==> src/rtl/fetch_pc_gen_if.sv <==
// Fetch-stage control and PC bus between the pipeline front end and the PC generator.
// The master drives the stall/redirect controls; the slave returns the PC, its successor and debug state.
interface fetch_pc_gen_if #(
  parameter int unsigned XLEN = 32
);
  logic            i_stall;
  logic            i_b_taken;
  logic [XLEN-1:0] i_b_pc;
  logic [XLEN-1:0] o_pc;
  logic [XLEN-1:0] o_pc_plus4;
  logic [XLEN-1:0] o_pc_next;
  logic [XLEN-1:0] o_counter;
  logic            o_misaligned;

  modport master (
    output i_stall, i_b_taken, i_b_pc,
    input  o_pc, o_pc_plus4, o_pc_next, o_counter, o_misaligned
  );

  modport slave (
    input  i_stall, i_b_taken, i_b_pc,
    output o_pc, o_pc_plus4, o_pc_next, o_counter, o_misaligned
  );
endinterface

==> src/rtl/fetch_pc_gen.sv <==
// RV32 stage-1 next-PC generator: the fetch PC register, a sequential adder and a redirect mux.
// Also keeps a count of PC updates and flags redirects to targets that are not word-aligned.
module fetch_pc_gen #(
  parameter int unsigned           XLEN     = 32,
  parameter logic [XLEN-1:0]       RESET_PC = '0,
  parameter int unsigned           PC_STEP  = 4
) (
  input logic           i_clk,
  input logic           i_rst_n,
  fetch_pc_gen_if.slave bus
);
  localparam logic [XLEN-1:0] STEP = XLEN'(PC_STEP);

  logic [XLEN-1:0] r_pc;
  logic [XLEN-1:0] r_counter;
  logic            r_misaligned;
  logic [XLEN-1:0] w_pc_plus4;
  logic [XLEN-1:0] w_pc_next;
  logic            w_update;
  logic            w_misaligned;

  assign w_pc_plus4 = r_pc + STEP;

  // Redirect wins over stall, so a branch resolved during a stall is never lost.
  always_comb begin
    w_pc_next = w_pc_plus4;
    if (bus.i_b_taken) begin
      w_pc_next = {bus.i_b_pc[XLEN-1:2], 2'b00};
    end else if (bus.i_stall) begin
      w_pc_next = r_pc;
    end
  end

  assign w_update     = bus.i_b_taken | ~bus.i_stall;
  assign w_misaligned = bus.i_b_taken & (bus.i_b_pc[1:0] != 2'b00);

  always_ff @(posedge i_clk or negedge i_rst_n) begin
    if (!i_rst_n) begin
      r_pc         <= RESET_PC;
      r_counter    <= '0;
      r_misaligned <= 1'b0;
    end else begin
      r_pc         <= w_pc_next;
      r_misaligned <= w_misaligned;
      if (w_update) begin
        r_counter <= r_counter + 1'b1;
      end
    end
  end

  assign bus.o_pc         = r_pc;
  assign bus.o_pc_plus4   = w_pc_plus4;
  assign bus.o_pc_next    = w_pc_next;
  assign bus.o_counter    = r_counter;
  assign bus.o_misaligned = r_misaligned;
endmodule

==> src/flat_wrapper.sv <==
// flat-port wrapper written by rule: the top's interface ports become plain ports
module fetch_pc_gen_flat 
#(
  parameter int unsigned           XLEN     = 32,
  parameter logic [XLEN-1:0]       RESET_PC = '0,
  parameter int unsigned           PC_STEP  = 4
)
  (i_clk, i_rst_n, bus_i_stall, bus_i_b_taken, bus_i_b_pc, bus_o_pc, bus_o_pc_plus4, bus_o_pc_next, bus_o_counter, bus_o_misaligned);
  fetch_pc_gen_if #(.XLEN(XLEN)) bus_i ();
  input logic i_clk;
  input logic i_rst_n;
  input wire logic [$bits(bus_i.i_stall)-1:0] bus_i_stall;
  input wire logic [$bits(bus_i.i_b_taken)-1:0] bus_i_b_taken;
  input wire logic [$bits(bus_i.i_b_pc)-1:0] bus_i_b_pc;
  output wire logic [$bits(bus_i.o_pc)-1:0] bus_o_pc;
  output wire logic [$bits(bus_i.o_pc_plus4)-1:0] bus_o_pc_plus4;
  output wire logic [$bits(bus_i.o_pc_next)-1:0] bus_o_pc_next;
  output wire logic [$bits(bus_i.o_counter)-1:0] bus_o_counter;
  output wire logic [$bits(bus_i.o_misaligned)-1:0] bus_o_misaligned;
  assign bus_i.i_stall = bus_i_stall;
  assign bus_i.i_b_taken = bus_i_b_taken;
  assign bus_i.i_b_pc = bus_i_b_pc;
  assign bus_o_pc = bus_i.o_pc;
  assign bus_o_pc_plus4 = bus_i.o_pc_plus4;
  assign bus_o_pc_next = bus_i.o_pc_next;
  assign bus_o_counter = bus_i.o_counter;
  assign bus_o_misaligned = bus_i.o_misaligned;
  fetch_pc_gen #(.XLEN(XLEN), .RESET_PC(RESET_PC), .PC_STEP(PC_STEP)) u_core (.i_clk(i_clk), .i_rst_n(i_rst_n), .bus(bus_i));
endmodule
==> config.mk <==
export PLATFORM = sky130hd
export DESIGN_NAME = fetch_pc_gen_flat
export DESIGN_NICKNAME = d
export VERILOG_FILES = /design/src/rtl/fetch_pc_gen_if.sv /design/src/rtl/fetch_pc_gen.sv /design/src/flat_wrapper.sv
export SDC_FILE = /design/constraint.sdc
export NUM_CORES = 1
export LEC_CHECK = 0
export BUFFER_PORTS_ARGS = -buffer_cell sky130_fd_sc_hd__buf_2
export CELL_PAD_IN_SITES_DETAIL_PLACEMENT = 2
export CELL_PAD_IN_SITES_GLOBAL_PLACEMENT = 2
export CORE_UTILIZATION = 29
export DETAILED_ROUTE_END_ITERATION = 10
export HOLD_SLACK_MARGIN = 0.15
export MAX_ROUTING_LAYER = met4
export PLACE_DENSITY = 0.94
export SYNTH_ARGS = -nofsm -noshare
export SYNTH_HDL_FRONTEND = slang
export SYNTH_SLANG_ARGS = --single-unit
==> constraint.sdc <==
create_clock -name i_clk -period 5.6 [get_ports i_clk]
set_clock_uncertainty 0.2 [all_clocks]
set_input_delay 0.56 -clock i_clk [delete_from_list [all_inputs] [get_ports i_clk]]
set_output_delay 0.56 -clock i_clk [all_outputs]
set_load 0.005 [all_outputs]
==> reports/summary.log <==
INFO  detailed_routing wl_per_cell=19.7um
INFO  synth          yosysMostFrequentCell=dfrtp_1
INFO  clock_network  post_cts_resized=0
INFO  clock_network  clkSlewWorstSetupHoldPaths=0.06ns
INFO  worst_setup_path largest_stage_delay_on_the_critical_path=1.24ns
INFO  worst_setup_path reg2regPathDepth=4
INFO  worst_setup_path setup_slack_reg_to_reg=2.52ns
INFO  timing         max_clock_freq=0.249GHz
INFO  grt            busiest_grt_layer=met2
INFO  timing         final_hold_viol_count=0
INFO  detailed_routing post_drt_via_cell_ratio=5.24
INFO  floorplanning  rows=41
INFO  timing         fin_setup_tns=0ns
INFO  floorplanning  num_io_pins=165
INFO  timing         tightest_slew_margin_relative_to_the_limit=11.2%
INFO  grt            global_route.overflow_total=0
INFO  clock_network  cts_num_sinks=65
INFO  synth          synth_top_cell_area_share=42.4%
INFO  clock_network  cts_setup_buffers=0
INFO  placement      dp_cells=736
INFO  synth          syn_area=0.00384mm2
INFO  power_and_ir_drop vdd_ir_drop_max=147uV
INFO  power_and_ir_drop static-leakage-power=0.00234uW
INFO  clock_network  cts.hold.buffers_added=0
INFO  detailed_routing num_vias=3947
INFO  worst_setup_path critical_path.reg2reg.startpoint=u_core.bus.o_pc[6]$_DFF_PN0_
INFO  placement      place.gp.congestion=0.870
INFO  grt            globalRouteMet1Util=27.0%
INFO  synth          synth_seq_area_share=42.4%
INFO  timing         min_period_over_period=71.8%
INFO  detailed_routing totalWireLength=14.8mm
INFO  detailed_routing antenna_left=0
INFO  worst_setup_path timing.critical_path.fanout_max=14
INFO  placement      dp.final_hpwl=10.7mm
INFO  synth          number_of_synthesized_flops_with_an_enable_pin=0
INFO  synth          yosys-top-cells-area=dfrtp_1 (42%), xnor2_1 (13%), nand4_1 (6.4%)
INFO  worst_setup_path worstSetupEndpointType=output pin
INFO  layout         layout-drive-gt1-share=31.6%
INFO  grt            globalRouteTotalUtil=23.2%
INFO  floorplanning  core_area=0.0128mm2
INFO  worst_setup_path worst-endpoint-arrival=3.26ns
INFO  placement      number_of_input_and_output_port_buffers_inserted=164
INFO  synth          synthCells=429
INFO  synth          synthDistinctLibCells=39
INFO  clock_network  clk_latency=0.35ns
INFO  worst_setup_path path_cells=nand4_1 > nor4_1 > nor4b_1 > a211o_1 > buf_2
INFO  detailed_routing remaining_drc_errors=0
INFO  synth          yosysTopAreaCell=dfrtp_1
INFO  min_path       timing.hold.worst.class=in2async
INFO  floorplanning  dieWidth=117um
INFO  worst_setup_path crit_path_start_kind=register
INFO  synth          ys_top_cells_by_count=dfrtp_1 (65), xnor2_1 (59), nand2_1 (54)
INFO  grt            grtUsageMet3=3.76%
INFO  clock_network  tritoncts=built
INFO  clock_network  number_of_buffers_on_the_longest_clock_path=2
INFO  grt            gr-usage-met2=39.8%
INFO  synth          mappedNetlistNets=467
INFO  run            drv_cap=0
INFO  worst_setup_path cp.required=4.84ns
INFO  power_and_ir_drop power.density_cell_area=295mW/mm2
INFO  worst_setup_path timing.critical_path.from=u_core.bus.o_pc[6]$_DFF_PN0_
INFO  synth          synth_flop_cell=dfrtp_1
INFO  floorplanning  die-area=0.0137mm2
INFO  detailed_routing initial_drc_count=194
INFO  layout         number_of_nets_at_the_end_of_the_flow=614
INFO  clock_network  cts_made_buffers=9
INFO  timing         timing_max_transition_violations_final=0
INFO  grt            first_pass_grt_wire_length=23.2mm
INFO  grt            antenna_violations_before_repair=1
INFO  floorplanning  die_h=117um
INFO  layout         synthToLayoutAreaGrowth=32.4%
INFO  grt            grt_max_degree=66
INFO  layout         final_cell_count_no_fill=753
INFO  worst_setup_path critical_setup_path_kind=reg2out
INFO  synth          avgSynthCellArea=8.95um2
INFO  timing         period_needed=4.02ns
INFO  grt            grt_pass1_vias=4234
INFO  detailed_routing drtPass1Iterations=6
INFO  synth          synth_seq_cells=65
INFO  worst_setup_path crit_path_top_delay_cell=nor4_1
INFO  timing         fin_hold_ws=0.229ns
INFO  floorplanning  initial_cell_density_of_the_core=30.1%
INFO  clock_network  ctsRootBufferMaster=clkbuf_16
INFO  timing         grt_setup_unrepaired=no
INFO  synth          synth-async-reset-ratio=100%
INFO  outcome        result_of_the_run=finished clean
INFO  clock_network  cts.htree.levels=3
INFO  timing         setup_viol_count_final=0
INFO  timing         worst_slew_pin_slew=1.32ns
INFO  synth          ys.warnings.count=0
==> layout by cell type, fill, tap and decap left out, drive strengths merged, types with 5 or more instances in the layout <==
master  synthesis  layout
nand4          40      40
nand2          54      54
buf            13     166
or4             6       6
dfrtp          65      65
nor3           13      13
and2            5       5
nor4           11      11
a211o           5       5
xor2           14      14
nand3          24      24
nor2           25      25
clkbuf         17      10
inv             9       9
xnor2          59      59
o21ai          17      17
and4            7       7
and3           10      10
==> through the flow <==
| stage | util (%) | cell area [um2] | setup slack [ns] | power (uW) |
|---|---|---|---|---|
| 6_report | 39.8 | 5080 | 1.58 | 1500 |
| 3_3_place_gp | 37.2 | 4750 | 1.93 | 869 |
| 5_1_grt | 39.8 | 5080 | 1.25 | 1580 |
| 2_1_floorplan | - | 3840 | 2.70 | 727 |
| 4_1_cts | 39.7 | 5070 | 1.60 | 1520 |
| 3_5_place_dp | 37.2 | 4750 | 1.83 | 890 |
==> final cells by class <==
type	instances	area, um2
Clock inverter	5	80.1
Multi-Input combinational cell	324	2040
Antenna cell	1	2.50
Timing Repair Buffer	166	840
Fill cell	1458	7690
Sequential cell	65	1630
Clock buffer	10	239
Tap cell	172	215
Inverter	10	37.5
==> worst max-delay path, delay by kind of cell (launching register included) <==
family	cells	cell delay, ns
simple gates	3	2.11
flops	1	0.52
compound gates	1	0.16
buf+inv	1	0.11
==> state kept, by name, indices dropped and copies added, names as in the netlist <==
register	count
u_core.bus.o_misaligned	1
u_core.bus.o_pc	32
u_core.bus.o_counter	32
==> power breakdown <==
group	switching, uW	total [uW]	internal, uW
registers	83.0	600	517
clock network	221	619	398
logic	148	282	134
total	452	1500	1050
==> per-layer routing <==
metal  vias up  part of all wire [%]
met4         0                   2.4
met3        27                   4.8
li1       1820                     -
met1      1968                    42
met5         -                     0
met2       132                    51
==> worst paths after layout <==
check | endpoint
setup / recovery | bus_o_pc_next[22]
max in group asynchronous | u_core.bus.o_counter[2]$_DFFE_PN0P_
setup reg to reg | u_core.bus.o_pc[22]$_DFF_PN0_
hold / removal | u_core.bus.o_counter[16]$_DFFE_PN0P_
min in group i_clk | u_core.bus.o_misaligned$_DFF_PN0_
hold reg to reg | u_core.bus.o_counter[31]$_DFFE_PN0P_
==> cells by family after synthesis <==
family	Yosys count	synth area share, %
adder cells (fa/ha/maj)	2	0.652
XOR/XNOR	73	16.7
buffers and inverters	40	4.40
AO/OA/AOI/OAI	38	6.32
AND/OR/NAND/NOR	209	29.1
flip-flops	65	42.4
multiplexers	2	0.554
(Power assumes the default switching activity.)
